--- src/rtl/can_tx_serializer_pkg.sv ---
// Shared constants and state encoding for the CAN field serializer.
package can_tx_serializer_pkg;

   localparam int          CAN_CRC_W    = 15;
   localparam logic [14:0] CAN_CRC_POLY = 15'h4599;
   localparam logic        RECESSIVE    = 1'b1;

   typedef enum logic [2:0] {
      ST_IDLE  = 3'd0,
      ST_DATA  = 3'd1,
      ST_WAIT  = 3'd2,
      ST_CRC   = 3'd3,
      ST_DELIM = 3'd4
   } state_e;

endpackage

--- src/rtl/can_tx_serializer_if.sv ---
// Request, CRC-engine and serial-output bundle between the serializer and its environment.
interface can_tx_serializer_if #(
   parameter int DATA_W = 64,
   parameter int CRC_W  = 15
);
   logic              start;
   logic [DATA_W-1:0] data_in;
   logic [6:0]        bit_cnt;
   logic [CRC_W-1:0]  checksum;
   logic              crc_rst_n;
   logic              crc_din;
   logic [15:0]       crc_size;
   logic              tx_bit;
   logic              tx_valid;
   logic              busy;
   logic              done;
   logic              err;

   modport master (
      output start, data_in, bit_cnt, checksum,
      input  crc_rst_n, crc_din, crc_size, tx_bit, tx_valid, busy, done, err
   );

   modport slave (
      input  start, data_in, bit_cnt, checksum,
      output crc_rst_n, crc_din, crc_size, tx_bit, tx_valid, busy, done, err
   );
endinterface

--- src/rtl/can_tx_serializer.sv ---
// Serializes a data field, waits for the external CRC engine, then sends the CRC and a
// recessive delimiter. All outputs are registered alongside the state transitions.
module can_tx_serializer
   import can_tx_serializer_pkg::*;
#(
   parameter int DATA_W  = 64,
   parameter int CRC_W   = CAN_CRC_W,
   parameter int CRC_LAT = 1
) (
   input  logic                clk,
   input  logic                rst_n,
   can_tx_serializer_if.slave  bus
);

   localparam logic [6:0] LAT_CNT = 7'(CRC_LAT);
   localparam logic [6:0] CRC_CNT = 7'(CRC_W);

   state_e            state_q;
   logic [DATA_W-1:0] shift_q;
   logic [6:0]        cnt_q;
   logic [CRC_W-1:0]  shadow_q;
   logic              tx_bit_q;
   logic              tx_valid_q;
   logic              crc_din_q;
   logic              crc_rst_n_q;
   logic              busy_q;
   logic              done_q;
   logic              err_q;
   logic [15:0]       crc_size_q;
   logic              len_ok_s;

   assign len_ok_s = (bus.bit_cnt != 7'd0) && (32'(bus.bit_cnt) <= 32'(DATA_W));

   // Registers hold the bit currently on the line; shift_q/shadow_q hold the bits still to go.
   always_ff @(posedge clk or negedge rst_n) begin
      if (!rst_n) begin
         state_q     <= ST_IDLE;
         shift_q     <= '0;
         cnt_q       <= 7'd0;
         shadow_q    <= '0;
         tx_bit_q    <= RECESSIVE;
         tx_valid_q  <= 1'b0;
         crc_din_q   <= 1'b0;
         crc_rst_n_q <= 1'b0;
         busy_q      <= 1'b0;
         done_q      <= 1'b0;
         err_q       <= 1'b0;
         crc_size_q  <= 16'd0;
      end else begin
         done_q <= 1'b0;
         err_q  <= 1'b0;
         case (state_q)
            ST_IDLE: begin
               if (bus.start && len_ok_s) begin
                  state_q     <= ST_DATA;
                  shift_q     <= bus.data_in << 1;
                  cnt_q       <= bus.bit_cnt;
                  crc_size_q  <= {9'd0, bus.bit_cnt};
                  tx_bit_q    <= bus.data_in[DATA_W-1];
                  crc_din_q   <= bus.data_in[DATA_W-1];
                  tx_valid_q  <= 1'b1;
                  crc_rst_n_q <= 1'b1;
                  busy_q      <= 1'b1;
               end else if (bus.start) begin
                  err_q <= 1'b1;
               end else begin
                  state_q <= ST_IDLE;
               end
            end
            ST_DATA: begin
               if (cnt_q == 7'd1) begin
                  state_q    <= ST_WAIT;
                  cnt_q      <= LAT_CNT;
                  tx_bit_q   <= RECESSIVE;
                  tx_valid_q <= 1'b0;
                  crc_din_q  <= 1'b0;
               end else begin
                  cnt_q     <= cnt_q - 7'd1;
                  shift_q   <= shift_q << 1;
                  tx_bit_q  <= shift_q[DATA_W-1];
                  crc_din_q <= shift_q[DATA_W-1];
               end
            end
            ST_WAIT: begin
               if (cnt_q == 7'd1) begin
                  state_q    <= ST_CRC;
                  cnt_q      <= CRC_CNT;
                  shadow_q   <= bus.checksum << 1;
                  tx_bit_q   <= bus.checksum[CRC_W-1];
                  tx_valid_q <= 1'b1;
               end else begin
                  cnt_q <= cnt_q - 7'd1;
               end
            end
            ST_CRC: begin
               if (cnt_q == 7'd1) begin
                  state_q  <= ST_DELIM;
                  tx_bit_q <= RECESSIVE;
               end else begin
                  cnt_q    <= cnt_q - 7'd1;
                  shadow_q <= shadow_q << 1;
                  tx_bit_q <= shadow_q[CRC_W-1];
               end
            end
            ST_DELIM: begin
               state_q     <= ST_IDLE;
               tx_bit_q    <= RECESSIVE;
               tx_valid_q  <= 1'b0;
               crc_rst_n_q <= 1'b0;
               busy_q      <= 1'b0;
               done_q      <= 1'b1;
            end
            default: begin
               state_q     <= ST_IDLE;
               tx_bit_q    <= RECESSIVE;
               tx_valid_q  <= 1'b0;
               crc_din_q   <= 1'b0;
               crc_rst_n_q <= 1'b0;
               busy_q      <= 1'b0;
            end
         endcase
      end
   end

   assign bus.tx_bit    = tx_bit_q;
   assign bus.tx_valid  = tx_valid_q;
   assign bus.crc_din   = crc_din_q;
   assign bus.crc_rst_n = crc_rst_n_q;
   assign bus.crc_size  = crc_size_q;
   assign bus.busy      = busy_q;
   assign bus.done      = done_q;
   assign bus.err       = err_q;

endmodule

--- src/flat_wrapper.sv ---
// flat-port wrapper written by rule: the top's interface ports become plain ports
module can_tx_serializer_flat import can_tx_serializer_pkg::*;
#(
   parameter int DATA_W  = 64,
   parameter int CRC_W   = CAN_CRC_W,
   parameter int CRC_LAT = 1
)
  (clk, rst_n, bus_start, bus_data_in, bus_bit_cnt, bus_checksum, bus_crc_rst_n, bus_crc_din, bus_crc_size, bus_tx_bit, bus_tx_valid, bus_busy, bus_done, bus_err);
  can_tx_serializer_if #(.DATA_W(DATA_W), .CRC_W(CRC_W)) bus_i ();
  input  logic clk;
  input  logic rst_n;
  input wire logic [$bits(bus_i.start)-1:0] bus_start;
  input wire logic [$bits(bus_i.data_in)-1:0] bus_data_in;
  input wire logic [$bits(bus_i.bit_cnt)-1:0] bus_bit_cnt;
  input wire logic [$bits(bus_i.checksum)-1:0] bus_checksum;
  output wire logic [$bits(bus_i.crc_rst_n)-1:0] bus_crc_rst_n;
  output wire logic [$bits(bus_i.crc_din)-1:0] bus_crc_din;
  output wire logic [$bits(bus_i.crc_size)-1:0] bus_crc_size;
  output wire logic [$bits(bus_i.tx_bit)-1:0] bus_tx_bit;
  output wire logic [$bits(bus_i.tx_valid)-1:0] bus_tx_valid;
  output wire logic [$bits(bus_i.busy)-1:0] bus_busy;
  output wire logic [$bits(bus_i.done)-1:0] bus_done;
  output wire logic [$bits(bus_i.err)-1:0] bus_err;
  assign bus_i.start = bus_start;
  assign bus_i.data_in = bus_data_in;
  assign bus_i.bit_cnt = bus_bit_cnt;
  assign bus_i.checksum = bus_checksum;
  assign bus_crc_rst_n = bus_i.crc_rst_n;
  assign bus_crc_din = bus_i.crc_din;
  assign bus_crc_size = bus_i.crc_size;
  assign bus_tx_bit = bus_i.tx_bit;
  assign bus_tx_valid = bus_i.tx_valid;
  assign bus_busy = bus_i.busy;
  assign bus_done = bus_i.done;
  assign bus_err = bus_i.err;
  can_tx_serializer #(.DATA_W(DATA_W), .CRC_W(CRC_W), .CRC_LAT(CRC_LAT)) u_core (.clk(clk), .rst_n(rst_n), .bus(bus_i));
endmodule
--- config.mk ---
export PLATFORM = sky130hd
export DESIGN_NAME = can_tx_serializer_flat
export DESIGN_NICKNAME = d
export VERILOG_FILES = /design/src/rtl/can_tx_serializer_pkg.sv /design/src/rtl/can_tx_serializer_if.sv /design/src/rtl/can_tx_serializer.sv /design/src/flat_wrapper.sv
export SDC_FILE = /design/constraint.sdc
export NUM_CORES = 1
export LEC_CHECK = 0
export ABC_AREA = 1
export CORE_MARGIN = 2
export CORE_UTILIZATION = 35
export CTS_BUF_LIST = sky130_fd_sc_hd__clkbuf_4 sky130_fd_sc_hd__clkbuf_8 sky130_fd_sc_hd__clkbuf_16
export CTS_CLUSTER_DIAMETER = 80
export DETAILED_ROUTE_END_ITERATION = 6
export PLACE_DENSITY = 0.67
export SETUP_SLACK_MARGIN = 0.3
export SYNTH_ARGS = -nofsm -noshare
export SYNTH_HDL_FRONTEND = slang
export SYNTH_SLANG_ARGS = --single-unit
--- constraint.sdc ---
create_clock -name clk -period 3.9 [get_ports clk]
set_input_delay 0.585 -clock clk [delete_from_list [all_inputs] [get_ports clk]]
set_output_delay 0.585 -clock clk [all_outputs]
set_load 0.005 [all_outputs]
# == Yosys cells after proc, flatten, opt, wreduce, memory -nomap -nowiden ==
# Cells that the tools add are included.
# classes
addsub,1
magnitude_cmp,1
eq_ne,12
n_mux,33
bitwise,3
n_reduce_logical,18
# ops
op,n
2-to-1 mux 64 bit,2
one-hot mux 64 bit (2 select lines),1
2-to-1 mux 15 bit,2
one-hot mux 15 bit (2 select lines),1
2-to-1 mux 7 bit,4
one-hot mux 7 bit (4 select lines),1
2-to-1 mux 3 bit,5
2-to-1 mux 1 bit,12
one-hot mux 3 bit (4 select lines),1
AND reduction 3 bit,3
"!= test 2 x 1 -> 1 bit, second input constant",4
one-hot mux 1 bit (4 select lines),2
AND reduction 2 bit,4
AND reduction 4 bit,2
"== test 7 x 1 -> 1 bit, second input constant",1
"<= comparator 7 bit, second input constant",1
nonzero test 7 bit,1
"subtractor 7 x 1 -> 7 bit, second input constant",1
"== test 3 x 2 -> 1 bit, second input constant",2
OR reduction 3 bit,2
"!= test 2 bit, second input constant",2
nonzero test 2 bit,2
nonzero test 4 bit,1
"== test 3 x 1 -> 1 bit, second input constant",1
7 further kinds,10
# totals
register_bits,102
inputBits,89
output_inout_bits,23
wordCells,79

# == Longest topological paths before layout ==
# Gate-level depths: netlist of the first run.
# logic_depth
depth_word,5
ltp_mapped,12

# == Least setup slack after synthesis of the first run ==
# No wires, ideal clock.
# synth_timing
path_kind,register to register
start,register u_core.cnt_q[1]
end,register u_core.shift_q[21]
setup_time_ns,0.117
arrival_ns,1.431
setup_slack_ns,2.353
stages_incl_launch_ff,12
synth_period_minus_slack_ns,1.547
path_cell_list,dfrtp_1 -> inv_1 -> ha_1 -> inv_1 -> nor2_1 -> nand3_2 -> nand2_1 -> nand2_1 -> buf_4 -> buf_4 -> nand2_1 -> nand2_1
# synth_between
elab_chain_len,3
# synth_lines
element,line_no,source
start: declaration,can_tx_serializer.sv:20,logic [6:0] cnt_q;
start signal: assignment,can_tx_serializer.sv:57,cnt_q <= bus.bit_cnt;
start signal: assignment,can_tx_serializer.sv:78,cnt_q <= cnt_q - 7'd1;
start signal: assignment,can_tx_serializer.sv:92,cnt_q <= cnt_q - 7'd1;
== test 7 x 1 -> 1 bit,can_tx_serializer.sv:71,if (cnt_q == 7'd1) begin
!= test 2 bit (no source line),--,
AND reduction 3 bit (no source line),--,
end signal: assignment,can_tx_serializer.sv:56,shift_q <= bus.data_in << 1;
end signal: assignment,can_tx_serializer.sv:79,shift_q <= shift_q << 1;
end: declaration,can_tx_serializer.sv:19,logic [DATA_W-1:0] shift_q;
# No other way between the ends.
# A chain may end at the register's enable or synchronous reset.

# == Worst setup path in the final report of the first run ==
# layout_timing
start,register u_core.state_q[2]
end,register u_core.shift_q[57]
# layout_between
elab_chain_len,3
# layout_lines
element,line_no,source
start: declaration,can_tx_serializer.sv:18,state_e state_q;
start signal: assignment,can_tx_serializer.sv:37,state_q <= ST_IDLE;
start signal: assignment,can_tx_serializer.sv:55,state_q <= ST_DATA;
start signal: assignment,can_tx_serializer.sv:67,state_q <= ST_IDLE;
== test 3 x 1 -> 1 bit / logical NOT 3 bit (equally long branches),can_tx_serializer.sv:52,case (state_q)
!= test 2 bit (no source line) (tied with other cells),--,
AND reduction 3 bit (no source line),--,
# Several ways; a longest one is shown, not always the timed one.

==> results.toml, run 1 <==
[timing]
worst_pin_slew_ns = 0.997
maxSlewViolCount = 0
finalCritPeriodShare_pct = 65.6
hold_viol = 0
postLayoutSetupSlackWorst_ns = 1.34
finClkSkew_ns = 0.0128
slew_headroom_pct = 33.4
maxClockFrequency_mhz = 391
rsz0062_at_grt = "false"
setup_viol = 0
post-route-min-period_ns = 2.56
fin_tns_setup_ns = 0

[setup_path]
r2r-start = "u_core.state_q[2]"
startpoint = "u_core.state_q[2]"
worstPathArrival_ns = 2.80
crit_type = "flip-flop to flip-flop"
required_ns = 4.14
cp_max_fo = 66
endpoint_kind = "flip-flop"
critPathLaunchType = "flip-flop"

[clock_network]
cts_hold_buf = 0
cts_max_level = 3
cts.sinks = 100
cts_tree = "done"
clk_pin_slew_worst_paths_ns = 0.07
clk_latency_ns = 0.35
clockRootBuffer = "clkbuf_16"
cts_inserted_buffers = 9
cts_buffer_depth = 2
postCtsSetupBuffers = 0
cts_resized = 0

[place]
gp_congestion = 0.832
io_buffer_count = 102
dp_hpwl_um = 8570
pre_cts_ws_ns = 1.32

[detailed_routing]
drt-total-wl_um = 13200
detail-route-antenna-nets = 0
vias = 4886
first_pass_iters = 5
drt-initial-drc-count = 454
viasPerCell = 4.63
wire_per_inst_um = 12.5
drcViolationCount = 0

[pwr]
p_sw_mw = 2.27
power_frac_comb_pct = 47.9
total_power_mw = 5.19
intPower_mw = 2.92
swShare_pct = 43.8
power_leakage_nw = 3.58
p_clk_share_pct = 16.9
pwr-share-seq_pct = 35.3
peakVddDrop_mv = 0.553
powerDensity_nw_per_um2 = 768

[logic_synthesis]
avgSynthCellArea_sq_um = 6.90
synth_cell_types = 26
syn_inst = 785
synth_top_area_cell = "dfrtp_1"
yosysMostFrequentCell = "nand2_1"
seq_area_frac_synth_pct = 46.2
synthTopCellsByArea = "dfrtp_1 (46%), nand2_1 (30%), nand3_1 (6.6%)"
yosys.area.top_type_share_pct = 45.7
synth-seq-cells = 100
yosys_warnings = 0
synth.top_cells.by_count = "nand2_1 (430), dfrtp_1 (99), nand3_1 (72)"
synth-edff-count = 0
synth_area_sq_um = 5420
async_flop_share_pct = 100
synth_ff_type = "dfrtp_1"

[global_routing]
grt_max_degree = 77
antenna_found_initial = 0
first_global_vias = 4461
grt_pass1_wl_um = 22000
grt_overflow = 0
grt_usage_pct = 16.5

[floorplanning]
start_util_pct = 35.8
core_area_sq_um = 15100
fp.dieArea_sq_um = 16500
die_h_um = 128
num_rows = 45
io-pin-count = 112
die_w_um = 128

[hold_path]
min_path_type = "primary input to async pin"

[job]
maxCapViolations = 0

[final_layout]
nFillCells = 1524
layout-drive-gt1-share_pct = 4.72
fin_nets = 954
area.growth.synth_to_final_pct = 24.8
antenna_cells = 0

[run_status]
status = "finished, final reports clean"
==> state kept, by name, summed over array words and instances, names as in the netlist <==
name,cells
u_core.bus.err,1
u_core.shift_q,63
u_core.shadow_q,14
u_core.bus.tx_valid,1
u_core.bus.crc_size,7
u_core.cnt_q,7
u_core.state_q,3
u_core.bus.crc_din,1
u_core.bus.done,1
u_core.bus.tx_bit,1
u_core.bus.crc_rst_n,1
==> per-stage QoR <==
stage | utilization (%) | hold WS [ns] | instances | area [sq um]
detailed placement | 42.8 | 0.466 | 1040 | 6470
CTS | 44.7 | 0.326 | 1056 | 6760
floorplan | - | 0.289 | 793 | 5450
global route | 44.7 | 0.367 | 1056 | 6760
global placement | 42.8 | 0.459 | 1040 | 6470
finish | 44.7 | 0.295 | 1056 | 6760
==> cells in the final DEF, fill, tap and decap left out, types with 9 or more instances in the layout <==
| master | Yosys | routed |
|---|---|---|
| nor2_1 | 21 | 21 |
| conb_1 | 1 | 9 |
| o21ai_0 | 28 | 28 |
| inv_1 | 37 | 37 |
| nand3_1 | 72 | 72 |
| dfrtp_1 | 99 | 99 |
| clkbuf_16 | 0 | 9 |
| o21ai_1 | 17 | 17 |
| clkdlybuf4s50_1 | 0 | 101 |
| nand2_1 | 430 | 428 |
==> power by group through the flow <==
stage | registers (mW) | logic [mW] | clock network (mW)
after floorplan | 1.79 | 1.92 | 0
after global routing | 1.89 | 2.89 | 0.944
after detailed placement | 1.85 | 2.51 | 0
after CTS | 1.83 | 2.52 | 0.905
after global placement | 1.84 | 2.48 | 0
final | 1.83 | 2.49 | 0.876
==> layer usage <==
metal / routed length [um] / GRT usage (%)
met1: 6560 / 23.9
met2: 5640 / 24.3
met3: 814 / 4.16
met4: 218 / 5.49
met5: 0 / 0
==> final cells by class <==
type / instances / area, sq um / area share, %
clock buffers: 11 / 246 / 3.64
well taps: 188 / 235 / 3.48
repair buffers: 109 / 1070 / 15.8
inverters: 43 / 161 / 2.39
flip-flops and latches: 100 / 2500 / 37.0
clock inverters: 5 / 41.3 / 0.611
multi-input cells: 600 / 2500 / 37.0
==> kinds of logic (layout without fill, tap and decap cells) <==
group           after synthesis  in the layout  synth area share, %
xor+xnor                      3              3                0.485
fa+ha+maj                     2              2                0.462
compound gates               49             49                 4.73
buf+inv                      93            168                 8.34
other cells                   1              9               0.0692
simple gates                537            537                 39.7
flops                       100            100                 46.2
==> worst paths after layout <==
| kind | to | slack (ns) | depth (start not counted) |
|---|---|---|---|
| max | u_core.shift_q[57] | 1.34 | 9 |
| min | u_core.shift_q[13] | 0.30 | 1 |
| max reg2reg | u_core.shift_q[57] | 1.34 | 9 |
| min reg2reg | u_core.bus.tx_bit | 0.47 | 2 |
| max in group asynchronous | u_core.bus.crc_size[1] | 2.77 | 2 |
| min in group clk | u_core.bus.tx_bit | 0.47 | 2 |
==> worst max-delay path, cell delays in order (launching register included) <==
cell,delay (ns)
dfrtp_1,0.45
inv_2,0.13
nand2_1,0.11
nor2_4,0.11
buf_4,0.57
inv_2,0.58
nand2_1,0.23
nand2_1,0.08
nand2_1,0.07
nand2_1,0.06
Power figures use the tool's default switching activity.
==> run 2: changes to the inputs <==
PLACE_DENSITY = 0.69   (was 0.67)
clock period = 2.3 ns   (was 3.9 ns; I/O delays follow)
==> run 2 against run 1 <==
  * The run now ends with negative hold slack left
  * Register-to-register slack worse by 0.86 ns
  * Sequential cell count unchanged
  * Routed wire length up 1.2%
  * Clock skew down 0.0023 ns
  * Sequential power up 69%
  * First-iteration DRC count down 13%
  * Critical endpoint is now u_core.shift_q[41]
==> results.toml, run 2 (synthesis gave the netlist of run 1 again) <==
[global_routing]
grt_max_degree = 77
antenna_found_initial = 0
first_global_vias = 4475
grt_overflow = 0
grt_pass1_wl_um = 21900
grt_usage_pct = 16.6

[floorplanning]
fp.dieArea_sq_um = 16500
die_w_um = 128
start_util_pct = 35.8
die_h_um = 128
num_rows = 45
io-pin-count = 112
core_area_sq_um = 15100

[clock_network]
clockRootBuffer = "clkbuf_16"
clk_latency_ns = 0.36
cts.sinks = 100
cts_tree = "done"
cts_buffer_depth = 2
cts_inserted_buffers = 9
clk_pin_slew_worst_paths_ns = 0.07
cts_max_level = 3
postCtsSetupBuffers = 0

[setup_path]
worstPathArrival_ns = 2.05
critPathLaunchType = "flip-flop"
r2r_setup_slack_ns = 0.49
critPathMaxStageDelay_ns = 0.39
crit_path_cell_trace = "inv_1, ha_1, inv_1, nor2_1, nand3_2, nand2_2, nand2_2, clkbuf_16, nand2_1, nand2_1"
crit_family = "simple AND/OR/NAND/NOR gates"
cp.buffers_inverters = 3
crit_type = "flip-flop to flip-flop"
required_ns = 2.54
cp_max_fo = 32
slowest_stage = "dfrtp_1"
endpoint_kind = "flip-flop"

[detailed_routing]
drt-initial-drc-count = 396
drt-total-wl_um = 13400
drcViolationCount = 0
vias = 4984
first_pass_iters = 4
viasPerCell = 4.69
detail-route-antenna-nets = 0
wire_per_inst_um = 12.6

[final_layout]
final_common_cell = "nand2_1"
largest_reg_flops = 63
layout-drive-gt1-share_pct = 5.49
reg_top3 = "u_core.shift_q: 63 flops, u_core.shadow_q: 14 flops"
final_cell_mix = "nand2_1 (428), clkdlybuf4s50_1 (101), dfrtp_1 (99), nand3_1 (72), inv_1 (37)"
fin_nets = 961
regMostFlops = "u_core.shift_q"
nFillCells = 1457
area.growth.synth_to_final_pct = 27.5
antenna_cells = 0

[place]
io_buffer_count = 102
gp_congestion = 0.841
dp_hpwl_um = 8710

[timing]
fin_tns_setup_ns = 0
post-route-min-period_ns = 1.81
hold_ws_ns = -0.0107
finClkSkew_ns = 0.0105
slew_headroom_pct = 61.1
worst_pin_slew_ns = 0.583
maxSlewViolCount = 0
rsz0062_at_grt = "false"
setup_viol = 0
hold_viol = 13
maxClockFrequency_mhz = 552
finalCritPeriodShare_pct = 78.8

[run_status]
status = "complete, but fails checks"
violations = "negative hold slack"

[hold_path]
min_path_type = "primary input to async pin"

[pwr]
power_leakage_nw = 3.65
total_power_mw = 9.14
powerDensity_nw_per_um2 = 1320
peakVddDrop_mv = 0.457

[job]
maxCapViolations = 0
==> run 2: cell types whose count changed in the layout (fill, tap and decap cells not counted) <==
cell / before / now
bufinv_16: 0 / 1
clkinv_2: 0 / 1
buf_6: 0 / 3
buf_12: 0 / 4
clkbuf_16: 9 / 10
inv_6: 3 / 1
buf_4: 8 / 7
==> run 2: area by class of cell <==
class / instances / area, sq um / area share (%)
Sequential cell: 100 / 2500 / 36.2
Multi-Input combinational cell: 600 / 2500 / 36.2
Timing Repair Buffer: 116 / 1200 / 17.4
Clock buffer: 11 / 246 / 3.57
Tap cell: 188 / 235 / 3.40
Inverter: 43 / 161 / 2.34
Clock inverter: 5 / 58.8 / 0.851
==> run 2: path summary, 6_finish.rpt <==
check                                 endpoint           startpoint  cells after the start
setup / recovery            u_core.shift_q[41]      u_core.cnt_q[1]                     10
hold / removal              u_core.shadow_q[9]                rst_n                      1
setup reg to reg            u_core.shift_q[41]      u_core.cnt_q[1]                     10
hold reg to reg            u_core.bus.tx_valid  u_core.bus.tx_valid                      2
max in group asynchronous   u_core.shift_q[55]                rst_n                      2
min in group clk           u_core.bus.tx_valid  u_core.bus.tx_valid                      2
==> run 2: per-stage QoR <==
stage,hold slack [ns],cells,worst slack [ns],util [%],area [sq um]
global route,0.0234,1063,0.329,45.6,6910
floorplan,0.0494,793,0.753,-,5450
global placement,0.387,1046,0.379,43.4,6570
finish,-0.0107,1063,0.488,45.6,6910
detailed placement,0.384,1046,0.336,43.4,6570
CTS,0.000748,1062,0.425,45.4,6880
==> run 2: repair_timing <==
| item | in CTS | in global routing |
|---|---|---|
| setup endpoints to repair | 0 | 43 |
| gates resized for setup | 0 | 3 |
| hold buffers | 0 | 0 |
==> run 2: layer usage <==
| metal | part of all wire (%) | wire length [um] | up-vias | global-route usage [%] |
|---|---|---|---|---|
| li1 | - | - | 2574 | - |
| met1 | 49 | 6610 | 2258 | 23.9 |
| met2 | 43 | 5770 | 140 | 24.1 |
| met3 | 6.1 | 814 | 12 | 4.20 |
| met4 | 1.5 | 195 | 0 | 5.95 |
| met5 | 0 | 0 | - | 0 |
==> run 2: power breakdown <==
group | total (mW) | internal [mW] | switching, mW
combinational | 4.48 | 1.70 | 2.77
clock | 1.56 | 0.887 | 0.669
sequential | 3.10 | 2.63 | 0.476
==> run 3: changes to the inputs <==
PLACE_DENSITY = 0.67   (was 0.69)
clock period = 1.7 ns   (was 2.3 ns; I/O delays follow)
==> run 3 against run 2 <==
  * The run now ends clean
  * First-iteration DRC count is 1.8% lower
  * Final cell count is 8.0% higher
  * Critical path depth is 2 higher
  * Critical endpoint is now u_core.cnt_q[0]
  * Largest power group unchanged
  * Sequential power is 39% higher
  * Global-route usage is 3.3 points higher
  * Setup slack worse by 0.46 ns
  * Clock power is 38% higher
==> results.toml, run 3 (synthesis gave the netlist of run 1 again) <==
[setup_path]
required_ns = 1.99
crit_type = "flip-flop to flip-flop"
worstPathArrival_ns = 1.97
crit_path_cell_trace = "inv_2, ha_4, inv_2, nor2_2, nand3_2, buf_6, buf_6, o21ai_4, inv_2, nand2_4, nand2_2, nand2_2"
cp_max_fo = 7
slowest_stage = "dfrtp_1"
cpMostUsedCell = "inv_2"
r2r-start = "u_core.cnt_q[1]"
r2r_setup_slack_ns = 0.02
critPathLaunchType = "flip-flop"
r2r_cells = 12
endpoint_kind = "flip-flop"
worst_r2r_endpoint = "u_core.cnt_q[0]"
critPathMaxStageDelay_ns = 0.39

[timing]
hold_viol = 0
setup_viol = 0
fin_tns_setup_ns = 0
maxClockFrequency_mhz = 597
hold_ws_ns = 0.218
finalCritPeriodShare_pct = 98.6
maxSlewViolCount = 0
finClkSkew_ns = 0.00926
post-route-min-period_ns = 1.68
rsz0062_at_grt = "true"

[hold_path]
min_path_cells = 3
min_path_type = "primary input to flip-flop"
min_from = "bus_bit_cnt[4]"
hold_end = "u_core.bus.crc_size[4]"

[final_layout]
multiInputGateArea_sq_um = 3520
final_common_cell = "nand2_1"
largest_reg_flops = 63
regMostFlops = "u_core.shift_q"
fin_nets = 1046
seqCellArea_sq_um = 2510
antenna_cells = 0
reg_top3 = "u_core.shift_q: 63 flops, u_core.shadow_q: 14 flops"
nFillCells = 1253
area.growth.synth_to_final_pct = 67.8
final_cell_mix = "nand2_1 (310), dfrtp_1 (96), clkdlybuf4s50_1 (85), nand2_2 (69), nand2_4 (50)"
layout-drive-gt1-share_pct = 34.7
layout.core_utilization_pct = 60.0

[clock_network]
clk_pin_slew_worst_paths_ns = 0.06
cts_max_level = 3
cts_inserted_buffers = 9
cts.sinks = 100
cts_tree = "done"
clk_latency_ns = 0.36
clockRootBuffer = "clkbuf_16"
cts_buffer_depth = 2

[global_routing]
grt_overflow = 0
grt_max_degree = 62
antenna_found_initial = 1
first_global_vias = 5176
grt_pass1_wl_um = 25900
grt_usage_pct = 19.9

[detailed_routing]
vias = 5657
drt-initial-drc-count = 389
drcViolationCount = 0
detail-route-antenna-nets = 0
first_pass_iters = 5
wire_per_inst_um = 15.7
drt-total-wl_um = 18100
viasPerCell = 4.93

[pwr]
power_leakage_nw = 4.80
peakVddDrop_mv = 0.776
powerDensity_nw_per_um2 = 1940
total_power_mw = 17.7

[job]
maxCapViolations = 0

[floorplanning]
die_w_um = 128
io-pin-count = 112
die_h_um = 128
start_util_pct = 35.8
fp.dieArea_sq_um = 16500
core_area_sq_um = 15100
num_rows = 45

[run_status]
status = "finished, final reports clean"

[place]
gp_congestion = 0.855
dp_hpwl_um = 9300
io_buffer_count = 102
[run 3: changes by cell type in the layout (fill, tap and decap cells not counted), moves of 14 or more]
cell,previous run,this run
nand2_4,0,50
nand3_1,72,33
buf_4,7,43
o21ai_2,0,17
nand3_2,2,35
buf_6,3,17
nand2_1,428,310
clkdlybuf4s50_1,101,85
nand2_2,2,69
[run 3: timing repair]
item | 4_1_cts | 5_1_grt
setup endpoints to repair | 112 | 99
gates resized for setup | 98 | 245
hold buffers | 1 | 0
cloned | 11 | 11
pin swaps | 17 | 67
endpoints found under the hold margin | 27 | 0
setup buffers | 30 | 8
[run 3: how the worst max path moves through the flow]
stage	slack (ns)	end	startpoint
global placement	-0.16	u_core.cnt_q[0]	bus_bit_cnt[4]
global route	-0.07	u_core.bus.tx_valid	u_core.cnt_q[1]
floorplan	0.16	u_core.shift_q[21]	u_core.cnt_q[1]
detailed placement	-0.22	u_core.cnt_q[3]	bus_bit_cnt[4]
finish	0.02	u_core.cnt_q[0]	u_core.cnt_q[1]
CTS	0.04	u_core.cnt_q[0]	u_core.cnt_q[1]
[run 3: metal layers]
layer / global-route usage, % / vias up / share of wire (%)
li1: - / 2771 / -
met1: 26.5 / 2670 / 43
met2: 32.4 / 177 / 49
met3: 3.24 / 37 / 5.3
met4: 8.27 / 2 / 2.6
met5: 0 / - / 0.072
[run 3: critical path: cells and delay by family (launching register included)]
family	cells	cell delay [ns]
AOI/OAI and AO/OA	1	0.18
adders and majority gates	1	0.13
buffers and inverters	5	0.47
DFF	1	0.39
and+or+nand+nor	5	0.45
[run 3: through the flow]
step	std cells	setup WS, ns	cell area (sq um)
6_report	1148	0.0239	9090
3_5_place_dp	1071	-0.224	6830
4_1_cts	1129	0.0362	7930
3_3_place_gp	1071	-0.156	6830
2_1_floorplan	793	0.164	5460
5_1_grt	1148	-0.0747	9090
[run 3: power breakdown]
part | internal, mW | switching [mW]
clock network | 1.21 | 0.935
registers | 3.57 | 0.752
logic | 5.17 | 6.02
total | 9.95 | 7.70
[run 3: area by class of cell]
type | count | share of cell area (%)
Clock buffer | 12 | 2.79
Clock inverter | 4 | 0.537
Inverter | 43 | 1.83
Multi-Input combinational cell | 603 | 38.8
Sequential cell | 100 | 27.6
Tap cell | 188 | 2.59
Timing Repair Buffer | 198 | 25.9
